--- src/rtl/led_pwm_pkg.sv ---
// Shared register map constants and CTRL layout for the led_pwm block.
package led_pwm_pkg;

  localparam int unsigned ADDR_CTRL      = 0;
  localparam int unsigned ADDR_PRESCALE  = 1;
  localparam int unsigned ADDR_DUTY_BASE = 2;

  localparam int unsigned CTRL_EN_BIT  = 0;
  localparam int unsigned CTRL_INV_BIT = 1;

  typedef struct packed {
    logic inv;
    logic en;
  } ctrl_t;

endpackage

--- src/rtl/led_pwm_chan.sv ---
// One PWM channel: effective-duty latch, optional fade stepping and phase compare.
// Macro LED_PWM_FADE_EN selects fading duty updates instead of direct loads.
module led_pwm_chan (
  input  logic       clk,
  input  logic       rst,
  input  logic       en,
  input  logic       inv,
  input  logic       wrap,
  input  logic [7:0] n,
  input  logic [7:0] duty,
  output logic       led
);

  logic [7:0] duty_eff;

  // Tracking DUTY while disabled makes the enable edge start with the programmed duty.
  always_ff @(posedge clk) begin
    if (rst) begin
      duty_eff <= 8'd0;
    end else if (!en) begin
      duty_eff <= duty;
    end else if (wrap) begin
`ifdef LED_PWM_FADE_EN
      if (duty_eff < duty) begin
        duty_eff <= duty_eff + 8'd1;
      end else if (duty_eff > duty) begin
        duty_eff <= duty_eff - 8'd1;
      end
`else
      duty_eff <= duty;
`endif
    end
  end

  assign led = en ? ((n < duty_eff) ^ inv) : inv;

endmodule

--- src/rtl/led_pwm.sv ---
// Multi-channel LED PWM with a small register interface and shared prescaler.
// Macro LED_PWM_FADE_EN (optional) enables per-channel duty fading at period wrap.
module led_pwm
  import led_pwm_pkg::*;
#(
  parameter int NCH    = 3,
  parameter int ADDR_W = 4
) (
  input  logic              clk,
  input  logic              rst,
  input  logic              rd_en,
  input  logic [ADDR_W-1:0] addr,
  output logic [7:0]        rd_data,
  output logic              rd_valid,
  input  logic              wr_en,
  input  logic [7:0]        wr_data,
  output logic [NCH-1:0]    led
);

  ctrl_t      ctrl;
  logic [7:0] prescale;
  logic [7:0] duty [NCH];
  logic [7:0] pre_cnt;
  logic [7:0] n;
  logic       tick;
  logic       wrap;
  logic [7:0] rd_mux;

  always_ff @(posedge clk) begin
    if (rst) begin
      ctrl     <= '0;
      prescale <= 8'd0;
      for (int i = 0; i < NCH; i++) begin
        duty[i] <= 8'd0;
      end
    end else if (wr_en) begin
      if (addr == ADDR_W'(ADDR_CTRL)) begin
        ctrl.en  <= wr_data[CTRL_EN_BIT];
        ctrl.inv <= wr_data[CTRL_INV_BIT];
      end
      if (addr == ADDR_W'(ADDR_PRESCALE)) begin
        prescale <= wr_data;
      end
      for (int i = 0; i < NCH; i++) begin
        if (addr == ADDR_W'(ADDR_DUTY_BASE + i)) begin
          duty[i] <= wr_data;
        end
      end
    end
  end

  always_comb begin
    rd_mux = 8'd0;
    if (addr == ADDR_W'(ADDR_CTRL)) begin
      rd_mux = {6'd0, ctrl};
    end
    if (addr == ADDR_W'(ADDR_PRESCALE)) begin
      rd_mux = prescale;
    end
    for (int i = 0; i < NCH; i++) begin
      if (addr == ADDR_W'(ADDR_DUTY_BASE + i)) begin
        rd_mux = duty[i];
      end
    end
  end

  // Read data is captured from pre-write register state, so a same-cycle write is not visible.
  always_ff @(posedge clk) begin
    if (rst) begin
      rd_data  <= 8'd0;
      rd_valid <= 1'b0;
    end else begin
      rd_valid <= rd_en;
      if (rd_en) begin
        rd_data <= rd_mux;
      end
    end
  end

  assign tick = ctrl.en && (pre_cnt >= prescale);
  assign wrap = tick && (n == 8'hFF);

  always_ff @(posedge clk) begin
    if (rst || !ctrl.en) begin
      pre_cnt <= 8'd0;
      n       <= 8'd0;
    end else if (tick) begin
      pre_cnt <= 8'd0;
      n       <= n + 8'd1;
    end else begin
      pre_cnt <= pre_cnt + 8'd1;
    end
  end

  for (genvar i = 0; i < NCH; i++) begin : g_chan
    led_pwm_chan u_chan (
      .clk  (clk),
      .rst  (rst),
      .en   (ctrl.en),
      .inv  (ctrl.inv),
      .wrap (wrap),
      .n    (n),
      .duty (duty[i]),
      .led  (led[i])
    );
  end

endmodule

--- config.mk ---
export PLATFORM = sky130hd
export DESIGN_NAME = led_pwm
export DESIGN_NICKNAME = d
export VERILOG_FILES = /design/src/rtl/led_pwm_pkg.sv /design/src/rtl/led_pwm_chan.sv /design/src/rtl/led_pwm.sv
export SDC_FILE = /design/constraint.sdc
export NUM_CORES = 1
export LEC_CHECK = 0
export CAP_MARGIN = 25
export CORE_UTILIZATION = 30
export CTS_BUF_LIST = sky130_fd_sc_hd__clkbuf_4
export CTS_CLUSTER_DIAMETER = 60
export CTS_CLUSTER_SIZE = 28
export DETAILED_ROUTE_END_ITERATION = 10
export PLACE_DENSITY_LB_ADDON = 0.3
export SYNTH_ARGS = -nofsm -noshare
export SYNTH_HDL_FRONTEND = slang
export SYNTH_SLANG_ARGS = --single-unit
--- constraint.sdc ---
create_clock -name clk -period 2.9 [get_ports clk]
set_input_delay 0.29 -clock clk [delete_from_list [all_inputs] [get_ports clk]]
set_output_delay 0.29 -clock clk [all_outputs]
set_load 0.01 [all_outputs]
==> results of run 1 <==
-- final cells by class --
class,count,area [µm²],share of cell area
multi-input combinational,298,2250,0.452
clock buffer,9,67.6,0.0135
inverter,36,135,0.0271
clock inverter,7,58.8,0.0118
tap,180,225,0.0451
timing repair buffer,37,348,0.0697
sequential,83,1900,0.381
-- critical path, delay by kind of cell (launching register included) --
family | cells | cell delay [ps]
buffers and inverters | 2 | 220
adder cells (fa/ha/maj) | 1 | 170
AND/OR/NAND/NOR | 2 | 300
XOR/XNOR | 1 | 140
AO/OA/AOI/OAI | 2 | 510
flip-flops | 1 | 360
-- metal layers --
| layer | vias up | share of wire | global-route usage |
|---|---|---|---|
| li1 | 1569 | - | - |
| met1 | 1460 | 0.50 | 0.195 |
| met2 | 52 | 0.45 | 0.223 |
| met3 | 8 | 0.042 | 0.0349 |
| met4 | 0 | 0.010 | 0.0366 |
| met5 | - | 0 | 0 |
-- stage by stage --
stage                util  hold slack (ps)  std cells  setup WS (ps)  power, W
floorplan               -              434        438            862   0.00144
global route        0.356              318        650            289   0.00224
detailed placement  0.342              471        634            240   0.00153
global placement    0.342              461        634            399   0.00152
CTS                 0.352              313        650           4.01   0.00216
finish              0.356              327        650            458   0.00213
-- power by group through the flow --
stage,clock network (W),logic (W),registers [W]
finish,0.000626,0.000229,0.00127
global route,0.000700,0.000257,0.00128
CTS,0.000651,0.000230,0.00128
detailed placement,0,0.000227,0.00130
global placement,0,0.000223,0.00130
floorplan,0,0.000143,0.00129
-- Yosys cell counts, types with 4 or more instances --
cell type,count
dfxtp_1,59
ha_1,31
nor2_1,37
xor2_1,7
mux2i_1,35
o21ai_0,16
o21a_1,5
a21oi_1,13
edfxtp_1,24
buf_4,4
a31oi_1,4
a22oi_1,6
nand2b_1,56
nand3_1,7
nor2b_1,4
nand2_1,18
and2_1,9
inv_1,36
clkbuf_1,11
o211ai_1,7
mux2_2,6
-- worst paths after layout --
check | from | end | slack [ps] | cells after the start
min | rst | prescale[7] | 330 | 2
max reg2reg | prescale[5] | g_chan[2].u_chan.duty_eff[3] | 550 | 8
min reg2reg | g_chan[2].u_chan.duty_eff[6] | g_chan[2].u_chan.duty_eff[6] | 490 | 2
max | g_chan[0].u_chan.duty_eff[7] | led[0] | 460 | 8
-- flip-flops by register name, summed over array words and instances, names as in the netlist --
name	cells
pre_cnt	8
n	8
g_chan.u_chan.duty_eff	24
rd_data	8
prescale	8
rd_valid	1
ctrl	2
duty	24
-- kinds of logic after synthesis --
logic type	synth area share
AND/OR/NAND/NOR	0.179
flip-flops	0.437
AO/OA/AOI/OAI	0.109
buffers and inverters	0.0597
multiplexers	0.106
adder cells (fa/ha/maj)	0.0890
XOR/XNOR	0.0201
-- layout by cell type, fill, tap and decap left out, types with 14 or more instances in the layout --
cell / count
dfxtp_1: 57
clkdlybuf4s50_1: 23
o21ai_0: 14
nand2b_1: 56
ha_1: 31
mux2i_1: 35
edfxtp_1: 24
nor2_1: 37
nand2_1: 18
inv_1: 36
==> impl_metrics.tcl, run 1 <==
set metrics [dict create \
    critPathMostFrequentCell "nand2b_1" \
    synth_area_leaders "dfxtp_1 (27%), edfxtp_1 (17%), ha_1 (8.9%)" \
    die_w_um 123 \
    fill_cells 1441 \
    ys.flop_type "dfxtp_1" \
    rsz0062_at_grt "false" \
    critPathKind "register to output pin" \
    io_buffers 27 \
    final_cell_area_um2 4990 \
    cts_root_buf "clkbuf_4" \
    grt_pass1_vias 3158 \
    layout-drive-gt1-share 0.106 \
    slowest_stage "a2111oi_4" \
    pwr-share-comb 0.107 \
    ctsHoldBuffers 0 \
    area_growth_pct 14.6 \
    clk_pin_slew_ps 150 \
    final_net_count 512 \
    relSlewSlack 0.599 \
    start_util 0.310 \
    synth_edf_count 24 \
    synthArstFlopShare 0 \
    synth_cell_types 47 \
    grt_pass1_wl_mm 16.2 \
    vias 3089 \
    dpl_cell_area_um2 4800 \
    clk_latency_ps 450 \
    fin_crit_sh 0.842 \
    leakage_nw 1.91 \
    cts_inserted_buffers 9 \
    vdd_drop_max_v 0.000292 \
    postCtsSetupRepairBufs 0 \
    grt_max_degree 42 \
    drt_iter0_drc 113 \
    die_h_um 123 \
    vias_per_cell 4.75 \
    ios 28 \
    core_area_um2 14000 \
    drc_errors 0 \
    maxCapViolCount 0 \
    netlist.area_leader.share 0.271 \
    slew_violations 0 \
    rows 43 \
    synth_area_leader_cell "dfxtp_1" \
    finClkSkew_ps 22.7 \
    status "completed" \
    worstSetupEndpointType "output pin" \
    cts_resized 9 \
    tns_ps 0 \
    wl_mm 9.59 \
    critPathMaxFanout 2 \
    cts_tree "done" \
    fin_crit_ps 2440 \
    powerDensity_nw_per_um2 426 \
    dp_hpwl_mm 7.43 \
    crit_required_ps 2610 \
    power.internal_w 0.00154 \
    p_sw_w 0.000587 \
    syn_inst 438 \
    clock.fmax_ghz 0.410 \
    antenna_cells 0 \
    antenna_found_initial 0 \
    yosys_warnings 0 \
    cts.htree.levels 3 \
    ys_ff_latch 83 \
    netlist_area_um2 4360 \
    gp_congestion 0.839 \
    setup_viol 0 \
    clockPowerShare 0.294 \
    finalHoldViolCount 0 \
    hp-class "input port to register" \
    critical_path_arrival_ps 2150 \
    overflow 0 \
    synth-seq-area-share 0.437 \
    p_seq_frac 0.599 \
    wire_per_inst_um 14.8 \
    avgSynthCellArea_um2 9.95 \
    firstDrtPassIters 4 \
    worst_pin_slew_ps 601 \
    track_usage 0.142 \
    max_stage_delay_ps 370 \
    synth_nets 485 \
    startpoint_type "register" \
    swShare 0.276 \
    drtAntennaViolNets 0 \
    die_area_um2 15000 \
    cts_buffer_depth 2 \
    cts.sinks 83 \
    crit_path_cell_trace "inv_1 -> ha_1 -> nand2b_1 -> a2111oi_4 -> nand2b_1 -> o21ai_2 -> xor2_1 -> dlymetal6s2s_1" \
]
No activity file was read; power rests on OpenSTA's default activity.
==> run 2: changes to the inputs <==
Clock period 2.9 ns to 2.2 ns, I/O delays scaled along.
==> impl_metrics.tcl, run 2 (synthesized netlist as in run 1, its figures left out) <==
set metrics [dict create \
    status "finished with violations" \
    violations "setup timing" \
    cts_inserted_buffers 9 \
    grt_pass1_vias 3121 \
    critical_path_arrival_ps 2110 \
    maxCapViolCount 0 \
    leakage_nw 2.05 \
    setup_viol 3 \
    gp_congestion 0.838 \
    reg2reg_slack_ps 90 \
    startpoint_type "register" \
    p_total_w 0.00306 \
    die_area_um2 15000 \
    drtAntennaViolNets 0 \
    crit_path_cell_trace "buf_6 -> ha_4 -> a2111oi_4 -> buf_4 -> nand2b_1 -> o21ai_1 -> xor2_1 -> buf_2" \
    clk_latency_ps 460 \
    drt_iter0_drc 80 \
    wl_mm 9.96 \
    cts_root_buf "clkbuf_4" \
    cts_buffer_depth 2 \
    critPathMaxFanout 4 \
    dp_hpwl_mm 7.57 \
    critPathKind "register to output pin" \
    p_sw_w 0.000779 \
    hp-class "input port to register" \
    tns_ps -260 \
    final_net_count 542 \
    cts_tree "done" \
    fin_ws_ps -135 \
    antenna_cells 0 \
    track_usage 0.146 \
    core_area_um2 14000 \
    clockPowerShare 0.340 \
    max_stage_delay_ps 400 \
    slowest_stage "dfxtp_4" \
    worstSetupStartpoint "n[5]" \
    worst_pin_slew_ps 569 \
    final_common_cell "nand2b_1" \
    clk_pin_slew_ps 140 \
    hold_start "rst" \
    wl_met1_mm 4.99 \
    drc_errors 0 \
    rows 43 \
    die_h_um 123 \
    start_util 0.310 \
    vias 3176 \
    r2r-start "prescale[5]" \
    timing.rr.end "g_chan[0].u_chan.duty_eff[6]" \
    grt_pass1_wl_mm 16.4 \
    ios 28 \
    slew_violations 0 \
    final_cell_mix "nand2b_1 (53), dfxtp_1 (38), buf_4 (38), nor2_1 (37), mux2i_1 (35)" \
    cts.sinks 83 \
    cts.htree.levels 3 \
    rsz0062_at_grt "true" \
    pwr-share-comb 0.110 \
    biggestRegsByFlops "duty (24), g_chan.u_chan.duty_eff (24)" \
    finalHoldViolCount 0 \
    power.internal_w 0.00228 \
    reg2reg_depth 8 \
    wire_per_inst_um 14.6 \
    grt_max_degree 32 \
    area_growth_pct 23.1 \
    die_w_um 123 \
    overflow 0 \
    io_buffers 27 \
    powerDensity_nw_per_um2 570 \
    crit_end "led[1]" \
    post-route-util 0.382 \
    firstDrtPassIters 6 \
    antenna_found_initial 0 \
    wl_met2_mm 4.47 \
    stdcell_count 680 \
    clock.fmax_ghz 0.428 \
    top_layer_used "met4" \
    wl_met3_um 380 \
    dp_cells 657 \
    fin_crit_sh 1.06 \
    p_seq_frac 0.550 \
    vdd_drop_max_v 0.000405 \
    vias_per_cell 4.67 \
    fin_crit_ps 2330 \
    worstSetupEndpointType "output pin" \
    relSlewSlack 0.620 \
    finClkSkew_ps 16.8 \
    crit_required_ps 1980 \
    swShare 0.255 \
    layout-drive-gt1-share 0.238 \
]
[run 2: layout make-up]
type,instances,area [µm²]
Clock buffer,9,67.6
Clock inverter,7,101
Fill cell,1404,8680
Inverter,36,135
Multi-Input combinational cell,298,2330
Sequential cell,83,1930
Tap cell,180,225
Timing Repair Buffer,67,567
[run 2: critical path, delay by kind of cell, from the launching register on]
kind | cells | cell delay [ps]
buffers and inverters | 3 | 420
AOI/OAI and AO/OA | 2 | 420
adders and majority gates | 1 | 220
DFF | 1 | 400
and+or+nand+nor | 1 | 50
xor gates and xnor gates | 1 | 150
[run 2: routing by layer]
layer,vias to the layer above,global-route usage
met5,-,0
met4,0,0.0412
li1,1637,-
met3,9,0.0428
met2,51,0.227
met1,1479,0.196
[run 2: worst min-delay path by stage]
stage | end | slack (ps) | cells after the start
2_1_floorplan | ctrl[0] | 360 | 2
3_3_place_gp | g_chan[0].u_chan.duty_eff[1] | 470 | 2
3_5_place_dp | g_chan[0].u_chan.duty_eff[0] | 470 | 2
4_1_cts | prescale[5] | 210 | 2
5_1_grt | prescale[6] | 230 | 2
6_report | prescale[5] | 240 | 2
[run 2: timing repair]
item	CTS	global route
gates resized for setup	52	14
pin swaps	8	4
setup endpoints to repair	11	6
buffers inserted	5	2
hold buffers	0	0
[run 2: power by group through the flow]
stage               Sequential, W  Combinational [W]  Clock, W
finish                    0.00168           0.000336   0.00104
detailed placement        0.00171           0.000315         0
CTS                       0.00168           0.000334   0.00107
global placement          0.00171           0.000309         0
global route              0.00169           0.000370   0.00113
floorplan                 0.00170           0.000188         0
[run 2: stage by stage]
stage	worst slack (ps)	hold WS (ps)	area, µm²
finish	-135	243	5360
detailed placement	-227	469	4980
global route	-242	235	5360
global placement	-189	466	4980
floorplan	162	364	4360
CTS	-146	210	5310
==> run 3: changes to the inputs <==
Settings changed: GPL_TIMING_DRIVEN set to 0.
==> impl_metrics.tcl, run 3 (synthesized netlist as in run 1, its figures left out) <==
set metrics [dict create \
    crit_path_cell_trace "buf_12 -> ha_4 -> a2111oi_4 -> nand2b_1 -> o21ai_2 -> xor2_1 -> buf_4 -> buf_6" \
    gp_congestion 0.840 \
    final_cell_area_um2 5250 \
    critPathKind "register to output pin" \
    startpoint_type "register" \
    cts_inserted_buffers 9 \
    crit_family "compound AO/OA/AOI/OAI gates" \
    area_growth_pct 20.4 \
    slew_violations 0 \
    overflow 0 \
    cts_root_buf "clkbuf_4" \
    fill_cells 1383 \
    drtAntennaViolNets 0 \
    hp-class "input port to register" \
    worstSetupEndpointType "output pin" \
    slowest_stage "dfxtp_4" \
    status "finished with violations" \
    biggestRegsByFlops "duty (24), g_chan.u_chan.duty_eff (24)" \
    max_stage_delay_ps 380 \
    powerDensity_nw_per_um2 531 \
    drt_iter0_drc 113 \
    post-route-util 0.374 \
    r2r-start "prescale[6]" \
    die_w_um 123 \
    track_usage 0.150 \
    reg2reg_slack_ps 90 \
    cts.sinks 83 \
    dp_cells 645 \
    vias_per_cell 4.71 \
    layout-drive-gt1-share 0.172 \
    drc_errors 0 \
    antenna_cells 0 \
    hold_start "addr[2]" \
    cts_tree "done" \
    vias 3154 \
    reg2reg_depth 7 \
    clk_latency_ps 430 \
    maxCapViolCount 0 \
    final_common_cell "nand2b_1" \
    ctsHoldBuffers 0 \
    dpl_cell_area_um2 4850 \
    finClkSkew_ps 13.7 \
    wl_mm 10.1 \
    final_net_count 531 \
    fin_crit_ps 2380 \
    wire_per_inst_um 15.1 \
    critical_path_arrival_ps 2160 \
    start_util 0.310 \
    tns_ps -380 \
    clock.fmax_ghz 0.420 \
    rsz0062_at_grt "true" \
    critPathMaxFanout 3 \
    worst_pin_slew_ps 787 \
    cts.htree.levels 3 \
    final_cell_mix "nand2b_1 (54), dfxtp_1 (46), nor2_1 (37), inv_1 (36), mux2i_1 (35)" \
    die_h_um 123 \
    setup_viol 3 \
    finalHoldViolCount 0 \
    violations "setup timing" \
    clk_pin_slew_ps 140 \
    io_buffers 26 \
    relSlewSlack 0.474 \
    rows 43 \
    antenna_found_initial 0 \
    grt_pass1_wl_mm 16.8 \
    vdd_drop_max_v 0.000297 \
    crit_required_ps 1980 \
    min_to "rd_data[0]" \
    grt_max_degree 15 \
    die_area_um2 15000 \
    cts_buffer_depth 2 \
    firstDrtPassIters 4 \
    hold_depth 4 \
    timing.rr.end "n[5]" \
    stdcell_count 669 \
    dp_hpwl_mm 7.67 \
    grt_pass1_vias 3283 \
    path_buf_inv 3 \
    leakage_nw 1.96 \
    core_area_um2 14000 \
    fin_crit_sh 1.08 \
    fin_ws_ps -180 \
    ios 28 \
]
-- run 3: changes by cell type in the layout (fill, tap and decap cells not counted), sizes merged --
cell    delta
inv        -1
clkinv     +2
buf       -22
bufinv     -2
clkbuf    +12
-- run 3: power by group --
| part | internal, W | switching [W] |
|---|---|---|
| registers | 0.00164 | 0.0000379 |
| clock network | 0.000245 | 0.000549 |
| logic | 0.000154 | 0.000164 |
| total | 0.00203 | 0.000751 |
-- run 3: worst max path at each step --
stage / slack (ps) / endpoint / depth (start not counted) / start
5_1_grt: -300 / led[1] / 8 / n[5]
3_3_place_gp: -640 / led[1] / 8 / n[7]
2_1_floorplan: 160 / g_chan[0].u_chan.duty_eff[0] / 8 / prescale[5]
6_report: -180 / led[1] / 8 / n[5]
3_5_place_dp: -600 / led[2] / 7 / n[5]
4_1_cts: -220 / led[2] / 7 / n[5]
-- run 3: metal layers --
layer,wire length [µm],GRT usage,share of wire
met3,398,0.0279,0.039
met1,4650,0.188,0.46
met2,4800,0.247,0.47
met4,274,0.0739,0.027
met5,0,0,0
-- run 3: layout make-up --
class	count	area [µm²]	share of cell area
flip-flops and latches	83	1930	0.368
clock buffers	10	75.1	0.0143
multi-input cells	298	2360	0.451
clock inverters	6	42.5	0.00811
inverters	36	135	0.0258
well taps	180	225	0.0429
plain buffers	19	110	0.0210
repair buffers	37	363	0.0692
-- run 3: metrics by stage --
step	setup WS [ps]	hold WS [ps]	power, W
3_5_place_dp	-596	466	0.00202
6_report	-180	329	0.00278
4_1_cts	-218	296	0.00282
2_1_floorplan	162	364	0.00189
5_1_grt	-300	318	0.00293
3_3_place_gp	-641	459	0.00201
-- run 3: worst reg2reg max path, delay by kind of cell (launching register included) --
kind / cells / cell delay (ps)
buffers and inverters: 2 / 210
adders and majority gates: 1 / 300
and+or+nand+nor: 2 / 690
AOI/OAI and AO/OA: 2 / 470
DFF: 1 / 390
-- run 3: timing repair --
item / in CTS / in global routing
resized for setup: 50 / 12
pin swaps: 9 / 8
setup buffers: 7 / 3
setup endpoints to repair: 32 / 41
gates cloned: 0 / 0
==> variant (config.mk and constraints of run 3) <==
The option `LED_PWM_FADE_EN` is turned on by a define.
--- a/src/rtl/led_pwm_chan.sv
+++ b/src/rtl/led_pwm_chan.sv
@@ -2,2 +2,4 @@
 // Macro LED_PWM_FADE_EN selects fading duty updates instead of direct loads.
+`define LED_PWM_FADE_EN
+
 module led_pwm_chan (
Check against the original RTL: same outputs for any inputs over 4 cycles, from zero or initial values and one cycle with rst high; that may be too few to reach the edited logic, so the function may still have changed.
==> variant against run 3 <==
The run still ends with setup timing left; non-clock buffer count is 57 higher; final area is 48% higher; worst setup slack worse by 0.72 ns; area after synthesis is 33% higher; wire length is 58% higher; count of clock-buffer cells in the layout is 1 higher; sequential cell count stayed put; sequential power is 4% higher; first-iteration DRC count is 89% higher; sequential share of layout area is 12 points lower; total power is 35% higher; critical path type is now reg -> reg; largest cell class unchanged; largest power group unchanged.
==> variant: results (changes against run 3) <==
Ranked by total cell area, the synthesized netlist is headed by sky130_fd_sc_hd__dfxtp_1, sky130_fd_sc_hd__ha_1, sky130_fd_sc_hd__edfxtp_1, sky130_fd_sc_hd__mux2i_1, sky130_fd_sc_hd__inv_1. The fraction of the mapped netlist area in compound gates was 19.3% (+8.4 points). The combinational logic power is 0.00121 W (+280%). The power in sequential cells came out at 0.00173 W (+4%).

The net switching power is 0.00124 W (+65%). The flip-flop and latch count came out at 83 (unchanged). The worst clock skew is 0.0193 ns (+0.00555 ns). The run finished, with violations left. The number of non-clock buffers in the layout came out at 113 (+100%). The weighted congestion at the end of routability-driven global placement came out at 0.828 (-1.5%). The share of the yosys chip area belonging to registers came out at 32.9% (-11 points). The worst setup slack after layout is -0.896 ns (-0.716 ns).

The fraction of layout instances using a drive strength above 1 came out at 30.8% (+14 points). The mean area per synthesized cell is 9.39 um2 (-5.6%). The total placed cells including tap cells came out at 902 (+40%). The portion of netlist area occupied by mux cells is 5.54% (-5.1 points). The cell type of the slowest stage on the worst timing path is sky130_fd_sc_hd__edfxtp_1. The area taken by multi-input logic gates is 4170 um2 (+77%). The synthesized instance count is 616 (+41%). The number of combinational gates with multiple inputs came out at 442 (+48%). The relative area of non-clock buffer cells in the final design came out at 12.2% (+3.2 points). The delay contributed by the slowest stage of the critical path is 0.44 ns (+0.06 ns). The number of inverters outside the clock class in the layout was 66 (+83%). The distinct cell type count of the synthesized netlist is 57 (+21%).

The clock buffer instance count of the final layout came out at 11 (+1). The critical path arrival came to 3.46 ns (+1.30 ns). The count of final setup violators is 24 (+21). The pre-CTS setup slack is -1.07 ns (-0.478 ns).

The number of nets in the synthesized netlist came to 711 (+47%). The number of global-route vias before repair came out at 4578 (+39%). The checks that failed: setup timing.

The worst slew slack as a fraction of its limit came out at 43.9% (-3.5 points). The areal power density over the cells was 487 nW/um2 (-8.3%). The HPWL after detailed placement is 11.4 mm (+49%). The global-route usage over all layers is 16.6% (+1.6 points). The leakage power was 3.20 nW (+64%). After synthesis, the largest family of logic cells by area is compound AO/OA/AOI/OAI gates. The number of nets in the layout is 810 (+53%). The fill cell total of the finished layout was 1842 (+33%). The xor and xnor fraction of the mapped netlist area came out at 5.45% (+3.4 points). The area growth from synthesis to final layout is 33.8%. The met2 track utilization from global routing is 27.4% (+2.6 points).
==> variant: repair_timing <==
action / CTS / global route
buffers inserted: 50 / 20
pin swaps: 64 / 41
gates cloned: 2 / 0
endpoints found under the setup margin: 51 / 47
resized for setup: 83 / 46
==> variant: worst paths after layout <==
kind / start / to / slack, ns / cells after the start
setup / recovery: duty[0][21]$_DFFE_PP_ / g_chan[2].u_chan.duty_eff[7]$_SDFFE_PP0P_ / -0.90 / 13
hold / removal: addr[1] / rd_data[5]$_SDFFE_PP0P_ / 0.32 / 4
setup reg to reg: duty[0][21]$_DFFE_PP_ / g_chan[2].u_chan.duty_eff[7]$_SDFFE_PP0P_ / -0.90 / 13
hold reg to reg: rd_data[0]$_SDFFE_PP0P_ / rd_data[0]$_SDFFE_PP0P_ / 0.49 / 2
==> variant: layer usage <==
layer	vias to the layer above	wire (um)
met4	0	272
met2	77	7520
li1	2380	-
met3	21	549
met5	-	0
met1	2233	7630
